==> config.mk <==
export PLATFORM = sky130hd
export DESIGN_NAME = bit_serial_subtractor
export DESIGN_NICKNAME = d
export VERILOG_FILES = /design/src/rtl/bit_serial_subtractor_pkg.sv /design/src/rtl/bit_serial_subtractor_half_subtractor.sv /design/src/rtl/bit_serial_subtractor.sv
export SDC_FILE = /design/constraint.sdc
export NUM_CORES = 1
export LEC_CHECK = 0
export ABC_AREA = 1
export CAP_MARGIN = 10
export CORE_ASPECT_RATIO = 0.5
export CORE_MARGIN = 2
export CORE_UTILIZATION = 45
export DETAILED_ROUTE_END_ITERATION = 16
export PLACE_DENSITY = 0.79
export SLEW_MARGIN = 20
export SYNTH_ARGS = -nofsm -noshare
export SYNTH_HDL_FRONTEND = slang
export SYNTH_HIERARCHICAL = 1
export SYNTH_SLANG_ARGS = --single-unit
==> constraint.sdc <==
create_clock -name clk -period 4.9 [get_ports clk]
set_clock_uncertainty 0.2 [all_clocks]
set_input_delay 0.49 -clock clk [delete_from_list [all_inputs] [get_ports clk]]
set_output_delay 0.49 -clock clk [all_outputs]
set_load 0.02 [all_outputs]
==> src/rtl/bit_serial_subtractor_pkg.sv <==
// rtl/bit_serial_subtractor_pkg.sv - shared width default and FSM encodings for the bit-serial subtractor
package bit_serial_subtractor_pkg;

   localparam int DEFAULT_WIDTH = 16;

   typedef enum logic [1:0] {
      ST_IDLE  = 2'd0,
      ST_SHIFT = 2'd1,
      ST_DONE  = 2'd2
   } state_t;

endpackage

==> src/rtl/bit_serial_subtractor_half_subtractor.sv <==
// rtl/bit_serial_subtractor_half_subtractor.sv - one-bit half subtractor cell
module half_subtractor (
   input  logic a,
   input  logic b,
   output logic diff,
   output logic borrow
);

   assign diff   = a ^ b;
   assign borrow = ~a & b;

endmodule

==> src/rtl/bit_serial_subtractor.sv <==
// rtl/bit_serial_subtractor.sv - LSB-first bit-serial a-b engine with start/busy/done framing
module bit_serial_subtractor
   import bit_serial_subtractor_pkg::*;
#(
   parameter int WIDTH = DEFAULT_WIDTH
) (
   input  logic             clk,
   input  logic             reset,
   input  logic             start,
   input  logic [WIDTH-1:0] a,
   input  logic [WIDTH-1:0] b,
   output logic             busy,
   output logic             done,
   output logic [WIDTH-1:0] out,
   output logic             borrow,
   output logic             zr,
   output logic             ng
);

   localparam int CW = (WIDTH > 1) ? $clog2(WIDTH) : 1;

   state_t           state;
   state_t           state_nxt;
   logic [CW-1:0]    cnt;
   logic [WIDTH-1:0] a_sr;
   logic [WIDTH-1:0] b_sr;
   // Only the WIDTH-1 earlier bits need storing; the final bit goes straight into out.
   logic [WIDTH-1:1] r_sr;
   logic             bff;
   logic             d1;
   logic             b1;
   logic             d;
   logic             b2;
   logic             bnext;
   logic             last_bit;
   logic [WIDTH-1:0] result_nxt;

   half_subtractor u_hs0 (
      .a      (a_sr[0]),
      .b      (b_sr[0]),
      .diff   (d1),
      .borrow (b1)
   );

   half_subtractor u_hs1 (
      .a      (d1),
      .b      (bff),
      .diff   (d),
      .borrow (b2)
   );

   assign bnext      = b1 | b2;
   assign result_nxt = {d, r_sr};
   assign last_bit   = (cnt == CW'(WIDTH - 1));
   assign busy       = (state == ST_SHIFT);
   assign done       = (state == ST_DONE);

   always_comb begin
      state_nxt = state;
      case (state)
         ST_IDLE:  if (start) state_nxt = ST_SHIFT;
         ST_SHIFT: if (last_bit) state_nxt = ST_DONE;
         ST_DONE:  state_nxt = ST_IDLE;
         default:  state_nxt = ST_IDLE;
      endcase
   end

   always_ff @(posedge clk) begin
      if (reset) begin
         state  <= ST_IDLE;
         cnt    <= '0;
         a_sr   <= '0;
         b_sr   <= '0;
         r_sr   <= '0;
         bff    <= 1'b0;
         out    <= '0;
         borrow <= 1'b0;
         zr     <= 1'b0;
         ng     <= 1'b0;
      end else begin
         state <= state_nxt;
         case (state)
            ST_IDLE: begin
               if (start) begin
                  a_sr <= a;
                  b_sr <= b;
                  r_sr <= '0;
                  bff  <= 1'b0;
                  cnt  <= '0;
               end
            end
            ST_SHIFT: begin
               a_sr <= {1'b0, a_sr[WIDTH-1:1]};
               b_sr <= {1'b0, b_sr[WIDTH-1:1]};
               r_sr <= result_nxt[WIDTH-1:1];
               bff  <= bnext;
               cnt  <= cnt + CW'(1);
               // Outputs land on the edge entering DONE so they are valid alongside done.
               if (last_bit) begin
                  out    <= result_nxt;
                  borrow <= bnext;
                  zr     <= (result_nxt == '0);
                  ng     <= d;
               end
            end
            default: ;
         endcase
      end
   end

endmodule

==> summary.txt, run 1 <==
Clock network
  • Setup bufs post-CTS: 0
  • CTS Hold Bufs: 0
  • Post_cts resized: 0
  • Clock-pin slew on the worst setup and hold paths: 60 ps
  • Skew-Pair Late Insertion Delay: 320 ps
  • Num CTS Buffers: 9
  • Sink Count: 72
  • Clock Tree Root: clkbuf_16
  • CTS max path bufs: 2
  • CTS tree: built
  • CTS H-tree lvls: 3

Floorplan
  • Core area: 6260 um^2
  • Die area: 7380 um^2
  • Die W: 120 um
  • Die Ht: 61.8 um
  • Cell Rows: 20
  • Initial Util: 48.0%
  • IO Count: 56

Logic synthesis
  • Mux share of post-synthesis cell area: 0%
  • Sequential area share after synthesis: 48.0%
  • Syn avg cell area: 7.05 um^2
  • FF+latch count, synth: 72
  • Synth Area in Adders: 1.25%
  • Syn nets: 464
  • Post-synthesis compound-gate area fraction: 10.7%
  • Synth Area in XOR/XNOR: 0%
  • Netlist cell types: 25
  • Mapped Area: 3000 um^2
  • Post-synthesis simple-gate area fraction: 32.1%
  • YS warnings: 6
  • Largest family of logic cells by synthesized area: simple AND/OR/NAND/NOR gates
  • Syn Inst Count: 426

Timing
  • Fin. max-slew vios: 0
  • Min Tclk post-route: 2670 ps
  • Slack of the critical path: 2230 ps
  • Slew of the pin with the lowest slew margin: 738 ps
  • Final setup fails: 0
  • Setup TNS: 0 ps
  • Fin Hold WS: 257 ps
  • Hold Violations, Final: 0
  • Fmax: 375 MHz
  • RSZ-0062 raised after global routing: false
  • Final Cycle Share: 54.4%
  • Worst slew margin: 50.6%

Critical path
  • CP Data Required Time: 4210 ps
  • Critical path launch point type: flop
  • Arrival time of the worst setup path: 1980 ps
  • R2r setup slk: 2700 ps
  • Worst r2r path cells: 8
  • Critical path type: reg -> out
  • Worst Path Max Fanout: 28
  • Crit Reg-Reg Startpoint: state[1]
  • Worst Setup End Kind: output pin
  • Reg2reg end: b_sr[11]

GRT
  • Final global-route overflow total: 0
  • Antenna violations before repair: 0
  • Vias in the first global route: 2462
  • Pin count of the biggest net entering global routing: 58
  • Total track usage: 18.9%
  • First-pass GRT wire length: 11000 um

Detailed routing
  • Drc violations: 0
  • Via density: 4.83
  • Post-route ant nets: 0
  • Via Count: 2715
  • Avg WL per Cell: 11.8 um
  • Drt pass-1 iters: 4
  • Initial DRC Count: 220
  • Total wire length: 6610 um

Min path
  • Path category of the worst min-delay check: reg -> reg
  • Hold depth: 2
  • Hold wc startpoint: a_sr[3]
  • Hold EP: a_sr[2]

Cells and area
  • Commonest non-fill, non-tap cell in the layout: nand2_1
  • Commonest non-fill, non-tap cells in the layout: 128 x nand2_1, 74 x nor2_1, 72 x dfxtp_1
  • Synth-to-layout area growth: 27.7%
  • Fill cell count: 574
  • Share of layout cells above drive strength 1: 5.49%
  • Nets@finish: 507
  • Antenna cells: 0
  • Cell area after layout: 3830 um^2
  • Final non-filler cell total: 562

Power
  • Sequential share of power: 45.1%
  • Clk pwr share: 44.8%
  • Part of the power in combinational logic: 10.1%
  • Peak VDD IR: 0.000158 V
  • Pint: 1.05 mW
  • Switching Share: 24.1%
  • Switching power: 333 uW
  • Pwr/cell area: 361 nW/um^2
  • P_leak: 1.72 nW

Outcome
  • Status: completed

Placement
  • Placed standard-cell area: 3540 um^2
  • Post-Place Cells: 546
  • Port Buf Inserts: 55
  • Dpl hpwl: 4220 um
  • Pre-CTS WS: 2150 ps
  • Routability Congestion: 0.745

Run
  • Max Cap Viol: 0
[kinds of logic after synthesis]
logic type / Yosys count
flip-flops: 72
AND/OR/NAND/NOR: 239
buffers and inverters: 52
AO/OA/AOI/OAI: 60
adder cells (fa/ha/maj): 3
[layout make-up]
cell class                      count  area [um^2]  area share [%]
Clock buffer                       12          267            6.95
Clock inverter                      4         26.3           0.685
Inverter                           28          108            2.81
Multi-Input combinational cell    302         1320            34.5
Sequential cell                    72         1440            37.6
Tap cell                           88          110            2.87
Timing Repair Buffer               56          558            14.6
[power by group through the flow]
stage | clock (mW) | combinational, mW | sequential [mW]
final | 0.619 | 0.140 | 0.624
after global routing | 0.658 | 0.159 | 0.626
after CTS | 0.629 | 0.140 | 0.623
after detailed placement | 0 | 0.139 | 0.636
after global placement | 0 | 0.137 | 0.635
after floorplan | 0 | 0.0955 | 0.633
[how the worst max path moves through the flow]
stage             start  endpoint  depth (start not counted)
6_report       state[0]      busy                          3
5_1_grt        state[0]      busy                          3
4_1_cts        state[0]      busy                          3
3_5_place_dp      start  b_sr[11]                          8
3_3_place_gp      reset   r_sr[9]                          6
2_1_floorplan   a_sr[0]        zr                         11
[critical path, cell delays in order, from the launching register on]
cell             delay (ps)
dfxtp_1                 430
nand2_4                 220
inv_4                   310
clkdlybuf4s50_1         660
[state kept, by name, indices dropped and copies added, names as in the netlist]
| register | flops |
|---|---|
| a_sr | 16 |
| b_sr | 16 |
| bff | 1 |
| borrow | 1 |
| cnt | 4 |
| ng | 1 |
| out | 15 |
| r_sr | 15 |
| state | 2 |
| zr | 1 |
[stage by stage]
step           power [mW]  utilization (%)
3_5_place_dp        0.775             56.6
2_1_floorplan       0.728                -
3_3_place_gp        0.772             56.6
4_1_cts              1.39             61.3
5_1_grt              1.44             61.3
6_report             1.38             61.3
[synth_stat cells]
cell      instances  area share (%)
a21oi_1          11             1.8
buf_2            14             2.3
o21ai_0          32             5.3
inv_1            25             3.1
nand3_1          28             4.7
nand4_1           3            0.63
or2_2             1            0.21
nor2_4            1            0.37
nand2_4           1            0.37
buf_4             2            0.50
nand2_2           2            0.42
inv_2             2            0.25
inv_4             1            0.21
nor2_2            1            0.21
o211ai_1          2            0.50
dfxtp_1          72              48
o22ai_1           1            0.21
ha_1              3             1.3
nor2_1           74             9.3
clkbuf_1          5            0.63
o31ai_1           6             1.5
nand2_1         128              16
buf_6             2            0.75
o21ai_1           8             1.3
buf_1             1            0.12
[routing by layer]
metal / vias to the layer above / GRT usage (%) / wire (um)
met5: - / 0 / 0
met4: 0 / 7.56 / 76
met3: 7 / 4.84 / 395
met2: 86 / 32.3 / 2980
met1: 1188 / 24.0 / 3150
li1: 1434 / - / -
Note: power is estimated with default switching activity, not from simulation.
==> run 2: changes to the inputs <==
==> constraint.sdc (replaced) <==
create_clock -name clk -period 2.7 [get_ports clk]
set_clock_uncertainty 0.2 [all_clocks]
set_input_delay 0.27 -clock clk [delete_from_list [all_inputs] [get_ports clk]]
set_output_delay 0.27 -clock clk [all_outputs]
set_load 0.02 [all_outputs]
==> run 2 against run 1 <==
Against the previous run: critical path depth did not move; combinational power increased by 93%; design area up 3.4%; highest routed layer unchanged; routed wire length is 4.6% higher; non-clock buffer count rose by 7; cell count increased by 1.2%; setup slack worse by 1900 ps; sequential power up 81%; first-iteration DRC count is 2.3% higher.
==> summary.txt, run 2 (synthesis results as in run 1) <==
Clock network
  • Post_cts resized: 0 (unchanged)
  • CTS H-tree lvls: 3 (unchanged)
  • Setup bufs post-CTS: 0 (unchanged)
  • CTS max path bufs: 2 (unchanged)
  • CTS tree: built
  • Skew-Pair Late Insertion Delay: 340 ps (+20 ps)
  • CTS Hold Bufs: 0 (unchanged)
  • Sink Count: 72 (unchanged)
  • Num CTS Buffers: 9 (unchanged)
  • Clock Tree Root: clkbuf_16
  • Clock-pin slew on the worst setup and hold paths: 50 ps (about the same)

Critical path
  • Crit path largest cell delay: 640 ps (-20 ps)
  • Worst r2r path cells: 7 (-1)
  • Reg2reg end: r_sr[15]
  • Worst Path Max Fanout: 24 (-14%)
  • Critical path depth: 3 (unchanged)
  • Critical-path top delay cell: clkdlybuf4s50_1
  • Crit Reg-Reg Startpoint: state[0]
  • Critical path launch point type: flop
  • CP Data Required Time: 2230 ps (-1980 ps)
  • CP bufs+invs: 2 (unchanged)
  • R2r setup slk: 680 ps (-2020 ps)
  • Arrival time of the worst setup path: 1900 ps (-80 ps)
  • Critical path type: reg -> out
  • Family with the most delay on the worst path: buffers and inverters
  • Worst-path cell chain: nand2_4 -> inv_4 -> clkdlybuf4s50_1
  • Worst Setup End Kind: output pin

Cells and area
  • Commonest non-fill, non-tap cells in the layout: 128 x nand2_1, 74 x nor2_1, 72 x dfxtp_1
  • Antenna cells: 0 (unchanged)
  • Area occupied by multi-input gates: 1320 um^2 (unchanged)
  • Share of layout cells above drive strength 1: 6.65% (+1.2 points)
  • Commonest non-fill, non-tap cell in the layout: nand2_1
  • Nets@finish: 514 (+1.4%)
  • Fill cell count: 559 (-2.6%)
  • Final non-filler cell total: 569 (+1.2%)
  • Largest regs: a_sr: 16 flops, b_sr: 16 flops
  • Synth-to-layout area growth: 32.0%
  • Reg area: 1440 um^2 (unchanged)

Timing
  • Min Tclk post-route: 2370 ps
  • Final setup fails: 0 (unchanged)
  • Fmax: 423 MHz
  • Setup TNS: 0 ps (unchanged)
  • Worst slew margin: 63.2% (+13 points)
  • Fin Hold WS: 254 ps (-2.86 ps)
  • Slew of the pin with the lowest slew margin: 551 ps (-187 ps)
  • Final Cycle Share: 87.6%
  • Hold Violations, Final: 0 (unchanged)
  • RSZ-0062 raised after global routing: false
  • Fin. max-slew vios: 0 (unchanged)

Placement
  • Post-Place Cells: 553 (+1.3%)
  • Port Buf Inserts: 55 (unchanged)
  • Routability Congestion: 0.752 (+0.93%)
  • Dpl hpwl: 4340 um (+3.0%)

Floorplan
  • Cell Rows: 20 (unchanged)
  • Initial Util: 48.0% (unchanged)
  • Die area: 7380 um^2 (unchanged)
  • Die W: 120 um (unchanged)
  • IO Count: 56 (unchanged)
  • Die Ht: 61.8 um (unchanged)
  • Core area: 6260 um^2 (unchanged)

Detailed routing
  • Total wire length: 6910 um (+4.6%)
  • Initial DRC Count: 225 (+2.3%)
  • Via density: 4.90 (+1.5%)
  • Drt pass-1 iters: 4 (unchanged)
  • Avg WL per Cell: 12.1 um (+3.3%)
  • Via Count: 2789 (+2.7%)
  • Post-route ant nets: 0 (unchanged)
  • Drc violations: 0 (unchanged)

GRT
  • Final global-route overflow total: 0 (unchanged)
  • Total track usage: 20.1% (+1.2 points)
  • Antenna violations before repair: 0 (unchanged)
  • Vias in the first global route: 2492 (+1.2%)
  • First-pass GRT wire length: 11300 um (+2.6%)
  • Pin count of the biggest net entering global routing: 58 (unchanged)

Power
  • P_leak: 1.79 nW (+3.7%)
  • Peak VDD IR: 0.000527 V (+230%)
  • Pwr/cell area: 722 nW/um^2 (+100%)

Min path
  • Hold EP: a_sr[2]
  • Hold depth: 2 (unchanged)
  • Hold wc startpoint: a_sr[3]
  • Path category of the worst min-delay check: reg -> reg

Run
  • Max Cap Viol: 0 (unchanged)

Outcome
  • Status: completed
## run 2: cell count changes in the layout (fill, tap and decap cells not counted), sizes merged
cell	delta
bufinv	+4
clkinv	-2
buf	+7
clkbuf	-1
inv	-1
## run 2: metal layers
layer / track usage, % / vias to the layer above / routed length, um
met1: 23.6 / 1270 / 3220
met4: 7.39 / 0 / 89
li1: - / 1446 / -
met2: 35.3 / 63 / 3230
met3: 7.48 / 10 / 380
met5: 0 / - / 0
## run 2: metrics by stage
stage / utilization (%) / total power, mW / worst slack [ps] / instance area, um^2
global route: 63.4 / 2.96 / 230 / 3960
floorplan: - / 1.32 / 1090 / 3000
global placement: 57.4 / 1.42 / 688 / 3590
finish: 63.4 / 2.86 / 334 / 3960
CTS: 63.4 / 2.87 / 327 / 3960
detailed placement: 57.4 / 1.42 / 683 / 3590
## run 2: worst min-delay path, delay by kind of cell (launching register included)
family,cells,cell delay [ps]
DFF,1,310
and+or+nand+nor,2,100
## run 2: area by class of cell
| cell class | instances | share of cell area, % |
|---|---|---|
| clock buffer | 11 | 6.12 |
| multi-input combinational | 302 | 33.4 |
| timing repair buffer | 63 | 15.4 |
| inverter | 28 | 2.71 |
| clock inverter | 5 | 3.22 |
| sequential | 72 | 36.4 |
| tap | 88 | 2.78 |
## run 2: power by group
group	leakage [nW]	switching [mW]	total, mW	internal, mW
logic	1.03	0.160	0.270	0.110
registers	0.586	0.0238	1.13	1.11
clock network	0.176	0.440	1.46	1.02
## run 2: how the worst max path moves through the flow
stage / from / endpoint / slack, ps
final: state[0] / busy / 330
after CTS: state[0] / busy / 330
after floorplan: a_sr[0] / zr / 1090
after global placement: state[0] / busy / 690
after detailed placement: start / a_sr[0] / 680
after global routing: state[0] / busy / 230
==> run 3: changes to the inputs <==
--- a/config.mk
+++ b/config.mk
@@ -6,6 +6,7 @@
 export NUM_CORES = 1
 export LEC_CHECK = 0
 export ABC_AREA = 1
+export ABC_CLOCK_PERIOD_IN_PS = 2300
 export CAP_MARGIN = 10
 export CORE_ASPECT_RATIO = 0.5
 export CORE_MARGIN = 2
==> constraint.sdc (replaced) <==
create_clock -name clk -period 2.3 [get_ports clk]
set_clock_uncertainty 0.2 [all_clocks]
set_input_delay 0.23 -clock clk [delete_from_list [all_inputs] [get_ports clk]]
set_output_delay 0.23 -clock clk [all_outputs]
set_load 0.02 [all_outputs]
==> run 3 against run 2 <==
Against the previous run: sequential share of layout area increased by 0.76 points; design area shrank 2.1%; cell count is 0.18% higher; sequential power rose by 18%; setup slack lost 75 ps; sequential cell count unchanged; utilization is 1.3 points lower; first-iteration DRC count up 24%; total power is 2.1% higher; non-clock buffer count up 2; global-route usage decreased by 0.14 points; largest power group is now sequential cells.
==> summary.txt, run 3 (synthesis results as in run 1) <==
Placement
  • Pre-CTS WS: 279 ps (-404 ps)
  • Dpl hpwl: 4470 um (+3.0%)
  • Routability Congestion: 0.803 (+6.8%)
  • Port Buf Inserts: 55 (unchanged)

Detailed routing
  • Drt pass-1 iters: 4 (unchanged)
  • Avg WL per Cell: 11.8 um (-2.5%)
  • Initial DRC Count: 278 (+24%)
  • Drc violations: 0 (unchanged)
  • Via Count: 2738 (-1.8%)
  • Via density: 4.80 (-2.0%)
  • Total wire length: 6750 um (-2.3%)
  • Post-route ant nets: 0 (unchanged)

Floorplan
  • Die Ht: 61.8 um (unchanged)
  • Cell Rows: 20 (unchanged)
  • IO Count: 56 (unchanged)
  • Die area: 7380 um^2 (unchanged)
  • Initial Util: 48.0% (unchanged)
  • Die W: 120 um (unchanged)
  • Core area: 6260 um^2 (unchanged)

Clock network
  • Sink Count: 72 (unchanged)
  • CTS H-tree lvls: 3 (unchanged)
  • Clock Tree Root: clkbuf_16
  • CTS tree: built
  • Skew-Pair Late Insertion Delay: 330 ps (about the same)
  • CTS Hold Bufs: 0 (unchanged)
  • Setup bufs post-CTS: 0 (unchanged)
  • Num CTS Buffers: 9 (unchanged)
  • CTS max path bufs: 2 (unchanged)
  • Post_cts resized: 0 (unchanged)
  • Clock-pin slew on the worst setup and hold paths: 50 ps (about the same)

GRT
  • Vias in the first global route: 2382 (-4.4%)
  • First-pass GRT wire length: 11400 um (+0.61%)
  • Final global-route overflow total: 0 (unchanged)
  • Total track usage: 20.0% (-0.14 points)
  • Antenna violations before repair: 0 (unchanged)
  • Pin count of the biggest net entering global routing: 30 (-48%)

Timing
  • Final Cycle Share: 88.7%
  • Setup TNS: 0 ps (unchanged)
  • Fmax: 490 MHz
  • Fin Hold WS: 246 ps (-7.79 ps)
  • Fin. max-slew vios: 0 (unchanged)
  • Min Tclk post-route: 2040 ps
  • Slew of the pin with the lowest slew margin: 763 ps (+212 ps)
  • RSZ-0062 raised after global routing: false
  • Hold Violations, Final: 0 (unchanged)
  • Worst slew margin: 48.9% (-14 points)
  • Slack of the critical path: 260 ps (-74.5 ps)
  • Final setup fails: 0 (unchanged)

Cells and area
  • Antenna cells: 0 (unchanged)
  • Area occupied by multi-input gates: 1320 um^2 (unchanged)
  • Nets@finish: 516 (+0.39%)
  • Share of layout cells above drive strength 1: 6.85% (+0.19 points)
  • Commonest non-fill, non-tap cells in the layout: 128 x nand2_1, 74 x nor2_1, 72 x dfxtp_1
  • Reg area: 1440 um^2 (unchanged)
  • Synth-to-layout area growth: 29.3%
  • Fill cell count: 561 (+0.36%)
  • Commonest non-fill, non-tap cell in the layout: nand2_1
  • Largest regs: a_sr: 16 flops, b_sr: 16 flops

Critical path
  • Arrival time of the worst setup path: 1610 ps (-290 ps)
  • CP Data Required Time: 1870 ps (-360 ps)
  • Worst Setup End Kind: output pin
  • Critical path type: reg -> out
  • Worst Path Max Fanout: 13 (-46%)
  • Critical path launch point type: flop

Power
  • Pwr Total: 2.92 mW (+2.1%)
  • Switching power: 709 uW (+14%)
  • Clk pwr share: 43.5% (-7.5 points)
  • Sequential share of power: 45.4% (+5.9 points)
  • Switching Share: 24.3% (+2.5 points)
  • Pint: 2.21 mW (-1.2%)
  • Pwr/cell area: 753 nW/um^2 (+4.2%)
  • Peak VDD IR: 0.000367 V (-30%)
  • P_leak: 1.76 nW (-1.8%)
  • Part of the power in combinational logic: 11.0% (+1.6 points)

Run
  • Max Cap Viol: 0 (unchanged)

Outcome
  • Status: completed

Min path
  • Path category of the worst min-delay check: in -> reg
## run 3: final timing paths
check	from	to	slack, ps	depth (start not counted)
max	state[0]	busy	260	3
min	b[12]	b_sr[12]	250	3
min reg2reg	a_sr[15]	a_sr[15]	270	2
max reg2reg	a_sr[0]	zr	520	11
## run 3: cell type report
type                            instances  area share (%)
Sequential cell                        72            37.1
Clock inverter                          3           0.451
Clock buffer                           12            6.61
Tap cell                               88            2.84
Multi-Input combinational cell        302            34.1
Timing Repair Buffer                   65            16.1
Inverter                               28            2.77
## run 3: worst max-delay path: stages, from the launching register on
cell             delay [ps]
dfxtp_1                 430
nand2_4                  80
inv_4                   140
clkdlybuf4s50_1         620
## run 3: through the flow
stage | area (um^2) | instances | util (%)
after floorplan | 3000 | 426 | -
after global placement | 3610 | 555 | 57.7
after detailed placement | 3610 | 555 | 57.7
after CTS | 3880 | 570 | 62.1
after global routing | 3880 | 570 | 62.1
final | 3880 | 570 | 62.1
## run 3: metal layers
metal | vias up | track usage (%) | wire (um)
met4 | 0 | 7.90 | 103
li1 | 1445 | - | -
met2 | 67 | 32.3 | 2970
met1 | 1213 | 26.2 | 3280
met3 | 13 | 5.66 | 403
met5 | - | 0 | 0
## run 3: power by group through the flow
stage               sequential (mW)  clock (mW)  combinational (mW)
global route                   1.33        1.36               0.364
global placement               1.35           0               0.318
finish                         1.33        1.27               0.322
CTS                            1.33        1.28               0.323
floorplan                      1.35           0               0.203
detailed placement             1.35           0               0.322
